==> config.mk <==
export PLATFORM = sky130hd
export DESIGN_NAME = sa_operand_skewer
export DESIGN_NICKNAME = d
export VERILOG_FILES = /design/src/rtl/sa_pkg.sv /design/src/rtl/sa_skew_line.sv /design/src/rtl/sa_operand_skewer.sv
export SDC_FILE = /design/constraint.sdc
export NUM_CORES = 1
export LEC_CHECK = 0
export BUFFER_PORTS_ARGS = -buffer_cell sky130_fd_sc_hd__buf_4
export CAP_MARGIN = 20
export CORE_ASPECT_RATIO = 0.8
export CORE_UTILIZATION = 50
export CTS_CLUSTER_SIZE = 25
export DETAILED_ROUTE_END_ITERATION = 6
export HOLD_SLACK_MARGIN = 0.06
export PLACE_DENSITY_LB_ADDON = 0.3
export SYNTH_ARGS = -nofsm -noshare
export SYNTH_HDL_FRONTEND = slang
export SYNTH_SLANG_ARGS = --single-unit
export TNS_END_PERCENT = 5
==> constraint.sdc <==
create_clock -name clk -period 4.7 [get_ports clk]
set_clock_uncertainty 0.15 [all_clocks]
set_input_delay 0.94 -clock clk [delete_from_list [all_inputs] [get_ports clk]]
set_output_delay 0.94 -clock clk [all_outputs]
set_load 0.01 [all_outputs]
==> src/rtl/sa_pkg.sv <==
// sa_pkg: shared types and default widths for the systolic operand feeder.
// Holds the tile FSM state enum and the default operand / beat-count widths.
package sa_pkg;

    localparam int SA_ELEM_BITS = 8;
    localparam int SA_K_BITS    = 16;

    typedef enum logic [2:0] {
        ST_IDLE,
        ST_CLEAR,
        ST_STREAM,
        ST_FLUSH,
        ST_DONE
    } sa_feed_state_e;

endpackage

==> src/rtl/sa_skew_line.sv <==
// sa_skew_line: DEPTH-stage data+valid delay line, advancing when i_en is high.
// Ports: clk, rstn, i_en, i_data/i_valid in, o_data/o_valid out after DEPTH shifts.
module sa_skew_line #(
    parameter int DEPTH = 1,
    parameter int W     = 8
) (
    input  logic         clk,
    input  logic         rstn,
    input  logic         i_en,
    input  logic [W-1:0] i_data,
    input  logic         i_valid,
    output logic [W-1:0] o_data,
    output logic         o_valid
);

    logic [W-1:0]     r_data [DEPTH];
    logic [DEPTH-1:0] r_valid;

    always_ff @(posedge clk or negedge rstn) begin
        if (!rstn) begin
            for (int k = 0; k < DEPTH; k++) begin
                r_data[k] <= '0;
            end
            r_valid <= '0;
        end else if (i_en) begin
            r_data[0]  <= i_data;
            r_valid[0] <= i_valid;
            for (int k = 1; k < DEPTH; k++) begin
                r_data[k]  <= r_data[k-1];
                r_valid[k] <= r_valid[k-1];
            end
        end
    end

    assign o_data  = r_data[DEPTH-1];
    assign o_valid = r_valid[DEPTH-1];

endmodule

==> src/rtl/sa_operand_skewer.sv <==
// sa_operand_skewer: diagonal-skew feeder for the INT8 systolic array with a
// clear/stream/flush/done tile FSM. Inputs: start, k_len, a_vec/b_vec with
// valid/ready. Outputs: a_row/b_col + valids, clr, shift_en, busy, done.
// Optional stall_cnt output when SA_FEEDER_STALL_CNT_EN is defined.
module sa_operand_skewer
    import sa_pkg::*;
#(
    parameter int ROWS      = 4,
    parameter int COLS      = 4,
    parameter int ELEM_BITS = SA_ELEM_BITS,
    parameter int K_BITS    = SA_K_BITS
) (
    input  logic                      clk,
    input  logic                      rstn,
    input  logic                      start,
    input  logic [K_BITS-1:0]         k_len,
    input  logic [ROWS*ELEM_BITS-1:0] a_vec,
    input  logic                      a_valid,
    output logic                      a_ready,
    input  logic [COLS*ELEM_BITS-1:0] b_vec,
    input  logic                      b_valid,
    output logic                      b_ready,
    output logic [ROWS*ELEM_BITS-1:0] a_row,
    output logic [ROWS-1:0]           a_v_row,
    output logic [COLS*ELEM_BITS-1:0] b_col,
    output logic [COLS-1:0]           b_v_col,
    output logic                      clr,
    output logic                      shift_en,
    output logic                      busy,
`ifdef SA_FEEDER_STALL_CNT_EN
    output logic [15:0]               stall_cnt,
`endif
    output logic                      done
);

    localparam int FLUSH_LEN = ROWS + COLS - 1;
    localparam int FL_W      = $clog2(FLUSH_LEN + 1);

    localparam logic [FL_W-1:0]   FL_LAST = FL_W'(FLUSH_LEN - 1);
    localparam logic [FL_W-1:0]   FL_ONE  = FL_W'(1);
    localparam logic [K_BITS-1:0] K_ONE   = K_BITS'(1);

    sa_feed_state_e r_state;
    sa_feed_state_e w_state_nxt;

    logic [K_BITS-1:0] r_beat_cnt;
    logic [FL_W-1:0]   r_flush_cnt;

    logic w_stream;
    logic w_fire;
    logic w_busy;
    logic w_take_start;

    logic [ROWS*ELEM_BITS-1:0] w_a_in;
    logic [COLS*ELEM_BITS-1:0] w_b_in;

    assign w_stream     = (r_state == ST_STREAM);
    assign w_fire       = w_stream & a_valid & b_valid;
    assign w_busy       = (r_state != ST_IDLE);
    assign w_take_start = (r_state == ST_IDLE) & start;

    // Each side's ready depends on the other's valid, so a beat is only
    // ever taken from both sides together.
    assign a_ready  = w_stream & b_valid;
    assign b_ready  = w_stream & a_valid;
    assign clr      = (r_state == ST_CLEAR);
    assign done     = (r_state == ST_DONE);
    assign busy     = w_busy;
    assign shift_en = w_busy;

    always_ff @(posedge clk or negedge rstn) begin
        if (!rstn) begin
            r_state <= ST_IDLE;
        end else begin
            r_state <= w_state_nxt;
        end
    end

    always_comb begin
        w_state_nxt = r_state;
        unique case (r_state)
            ST_IDLE: begin
                if (start) w_state_nxt = ST_CLEAR;
            end
            ST_CLEAR: begin
                w_state_nxt = (r_beat_cnt == '0) ? ST_DONE : ST_STREAM;
            end
            ST_STREAM: begin
                if (w_fire && r_beat_cnt == K_ONE) w_state_nxt = ST_FLUSH;
            end
            ST_FLUSH: begin
                if (r_flush_cnt == FL_LAST) w_state_nxt = ST_DONE;
            end
            ST_DONE: begin
                w_state_nxt = ST_IDLE;
            end
            default: begin
                w_state_nxt = ST_IDLE;
            end
        endcase
    end

    always_ff @(posedge clk or negedge rstn) begin
        if (!rstn) begin
            r_beat_cnt  <= '0;
            r_flush_cnt <= '0;
        end else begin
            if (w_take_start) begin
                r_beat_cnt <= k_len;
            end else if (w_fire) begin
                r_beat_cnt <= r_beat_cnt - K_ONE;
            end
            if (r_state == ST_FLUSH) begin
                r_flush_cnt <= r_flush_cnt + FL_ONE;
            end else begin
                r_flush_cnt <= '0;
            end
        end
    end

`ifdef SA_FEEDER_STALL_CNT_EN
    logic [15:0] r_stall_cnt;

    always_ff @(posedge clk or negedge rstn) begin
        if (!rstn) begin
            r_stall_cnt <= '0;
        end else if (w_take_start) begin
            r_stall_cnt <= '0;
        end else if (w_stream && !w_fire && r_stall_cnt != 16'hFFFF) begin
            r_stall_cnt <= r_stall_cnt + 16'd1;
        end
    end

    assign stall_cnt = r_stall_cnt;
`endif

    // Non-beat cycles enter the lines as zero-data bubbles so the
    // diagonal wavefront stays aligned across rows and columns.
    assign w_a_in = w_fire ? a_vec : '0;
    assign w_b_in = w_fire ? b_vec : '0;

    for (genvar i = 0; i < ROWS; i++) begin : g_a_lane
        sa_skew_line #(
            .DEPTH (i + 1),
            .W     (ELEM_BITS)
        ) u_a_line (
            .clk     (clk),
            .rstn    (rstn),
            .i_en    (w_busy),
            .i_data  (w_a_in[i*ELEM_BITS +: ELEM_BITS]),
            .i_valid (w_fire),
            .o_data  (a_row[i*ELEM_BITS +: ELEM_BITS]),
            .o_valid (a_v_row[i])
        );
    end

    for (genvar j = 0; j < COLS; j++) begin : g_b_lane
        sa_skew_line #(
            .DEPTH (j + 1),
            .W     (ELEM_BITS)
        ) u_b_line (
            .clk     (clk),
            .rstn    (rstn),
            .i_en    (w_busy),
            .i_data  (w_b_in[j*ELEM_BITS +: ELEM_BITS]),
            .i_valid (w_fire),
            .o_data  (b_col[j*ELEM_BITS +: ELEM_BITS]),
            .o_valid (b_v_col[j])
        );
    end

endmodule
==> impl_metrics.yaml <==
outcome:
  status: "finished clean"
grt:
  overflow: 0
  grt_antenna_before_repair: 0
  grt_pass1_wl_um: 25900
  grt_max_degree: 106
  track_usage_pct: 20.9
  grt_pass1_vias: 5073
min_path:
  hp-class: "register to register"
  hold_start: "r_flush_cnt[0]"
setup_path:
  path_buf_inv: 3
  cp_max_fo: 64
  arrival_ns: 2.12
  r2r_start: "r_state[1]"
  critPathKind: "register to output pin"
  crit_path_max_incr_delay_ns: 0.56
  end_kind: "output pin"
  crit_family: "buffers and inverters"
  cpMaxStageDelayCell: "buf_4"
  crit_top_cell: "buf_4"
  crit_start: "r_state[1]"
  cp-start-kind: "register"
  required_ns: 3.61
  cp_cell_sequence: "nor3_2 > buf_4 > clkinv_2 > buf_4"
sta:
  fin_tns_setup_ns: 0
  slew_violations: 0
  rsz0062_at_grt: "false"
  worstMarginPinSlew_ns: 0.984
  post-route-period-util_pct: 68.3
  max_freq_mhz: 311
  hold_violations: 0
  finalSetupViolCount: 0
  min_period_ns: 3.21
  slew-limit-headroom_pct: 34.4
synthesis:
  synth_compound_area_share_pct: 9.53
  synth-seq-cells: 186
  syn_nets: 850
  synthSimpleGateAreaFrac_pct: 19.7
  synthFlopType: "dfrtp_1"
  synth_mux_area_share_pct: 0.131
  ys_seq_area_share_pct: 60.9
  synth_top_family_by_area: "simple AND/OR/NAND/NOR gates"
  syn_avg_cell_area_um2: 10.1
  synth_xor_area_share_pct: 0.917
  synth.distinct_cells: 48
  synth_warnings: 0
  synthCells: 760
  synthArstFlopShare_pct: 100
  synth.cell_area_mm2: 0.00764
  synth_edf_count: 0
  synthAdderAreaFrac_pct: 0.819
clock_network:
  clock-root-buffer: "clkbuf_16"
  path_clk_slew_ns: 0.07
  clock-sinks: 186
  hold_buffers: 0
  cts.path.max_buffers: 2
  clk_latency_ns: 0.42
  cts.repair.resized: 0
  h-tree-depth: 4
  post_cts_buffers: 0
  cts_tree: "done"
  cts_buffers: 17
power:
  finalPower_mw: 4.16
  leakagePower_nw: 4.98
  powerDensity_mw_per_mm2: 451
  peakVddDrop_v: 0.000265
detailed_routing:
  routedWlPerCell_um: 14.8
  first_pass_iters: 5
  num_vias: 5310
  first_iter_violations: 355
  drc: 0
  routed_wirelength_um: 15600
  ant_nets: 0
  vias_per_cell: 5.04
floorplanning:
  coreArea_mm2: 0.0150
  die_area_mm2: 0.0158
  initial_core_util_pct: 51.1
  row_count: 40
  ioPinCount: 163
  die_x_um: 140
  fp.dieH_um: 113
layout:
  layout_common_cells: "nand2_1 (313), dfrtp_1 (186), buf_4 (170)"
  drive_gt1_share_pct: 24.2
  syn_to_final_growth_pct: 20.6
  diodes: 0
  fillCellCount: 1261
  nets: 942
  final_common_cell: "nand2_1"
placed_design:
  place_congestion: 0.818
  hpwl_um: 9800
  io_buffers: 162
flow_run:
  drv_cap: 0
-- power by group --
group | total [mW] | internal, mW | switching (mW)
combinational | 0.667 | 0.328 | 0.340
clock | 1.51 | 0.918 | 0.596
sequential | 1.98 | 1.81 | 0.166
-- logic make-up (layout without fill, tap and decap cells) --
kind of cell / after synthesis / after routing
simple gates: 369 / 369
flops: 186 / 186
buf+inv: 102 / 207
compound gates: 89 / 89
xor+xnor: 8 / 8
fa+ha+maj: 5 / 5
mux: 1 / 1
-- metrics by stage --
stage                     worst slack, ns  hold WS [ns]  instance area, µm²  util, %  std cells
after floorplan                      2.14         0.288                7640        -        760
after CTS                            1.46         0.316                9210     61.6       1054
after global routing                 1.34         0.332                9210     61.6       1054
after global placement               1.92         0.298                8580     57.3       1022
after detailed placement             1.89         0.305                8580     57.3       1022
final                                1.49         0.311                9210     61.6       1054
-- cells in the mapped netlist, drive strengths merged (5+ instances only) --
master / instances / area [µm²]
nand2: 313 / 1170
dfrtp: 186 / 4650
buf: 68 / 479
a22o: 64 / 561
clkbuf: 30 / 113
nor2: 15 / 56.3
nand3: 8 / 40.0
o21ai: 8 / 40.0
nor3: 6 / 30.0
xnor2: 6 / 52.6
ha: 5 / 62.6
nor4: 5 / 31.3
-- state kept, by name (all words and copies together) (netlist names) --
| register | flops |
|---|---|
| g_b_lane.u_b_line.o_data | 32 |
| r_flush_cnt | 3 |
| g_a_lane.u_a_line.o_data | 32 |
| g_b_lane.u_b_line.r_data | 48 |
| g_b_lane.u_b_line.r_valid | 4 |
| r_state | 3 |
| r_beat_cnt | 16 |
| g_a_lane.u_a_line.r_data | 48 |
-- final cells by class --
type                            instances  area (µm²)  share of cell area [%]
Inverter                                4        16.3                   0.177
Clock buffer                           21         460                    5.00
Multi-Input combinational cell        472        2380                    25.9
Clock inverter                         11         169                    1.83
Sequential cell                       186        4650                    50.5
Timing Repair Buffer                  171        1290                    14.0
Tap cell                              189         236                    2.57
-- layer usage --
metal	part of all wire [%]	GRT usage (%)	vias up
li1	-	-	2627
met1	48	30.0	2563
met2	46	31.3	108
met3	4.9	5.97	12
met4	0.91	5.71	0
met5	0	0	-
-- worst paths after layout --
kind                                                   endpoint  slack, ns  depth (start not counted)
worst min register to register                   r_flush_cnt[0]       0.31                          1
worst max register to register                   r_beat_cnt[11]       1.88                          5
max in group asynchronous       g_b_lane[3].u_b_line.r_data[12]       2.96                          2
min in group asynchronous       g_b_lane[3].u_b_line.r_valid[2]       0.44                          1
worst max-delay path                                       busy       1.49                          4
worst min-delay path                             r_flush_cnt[0]       0.31                          1
No activity file was read; power rests on OpenSTA's default activity.
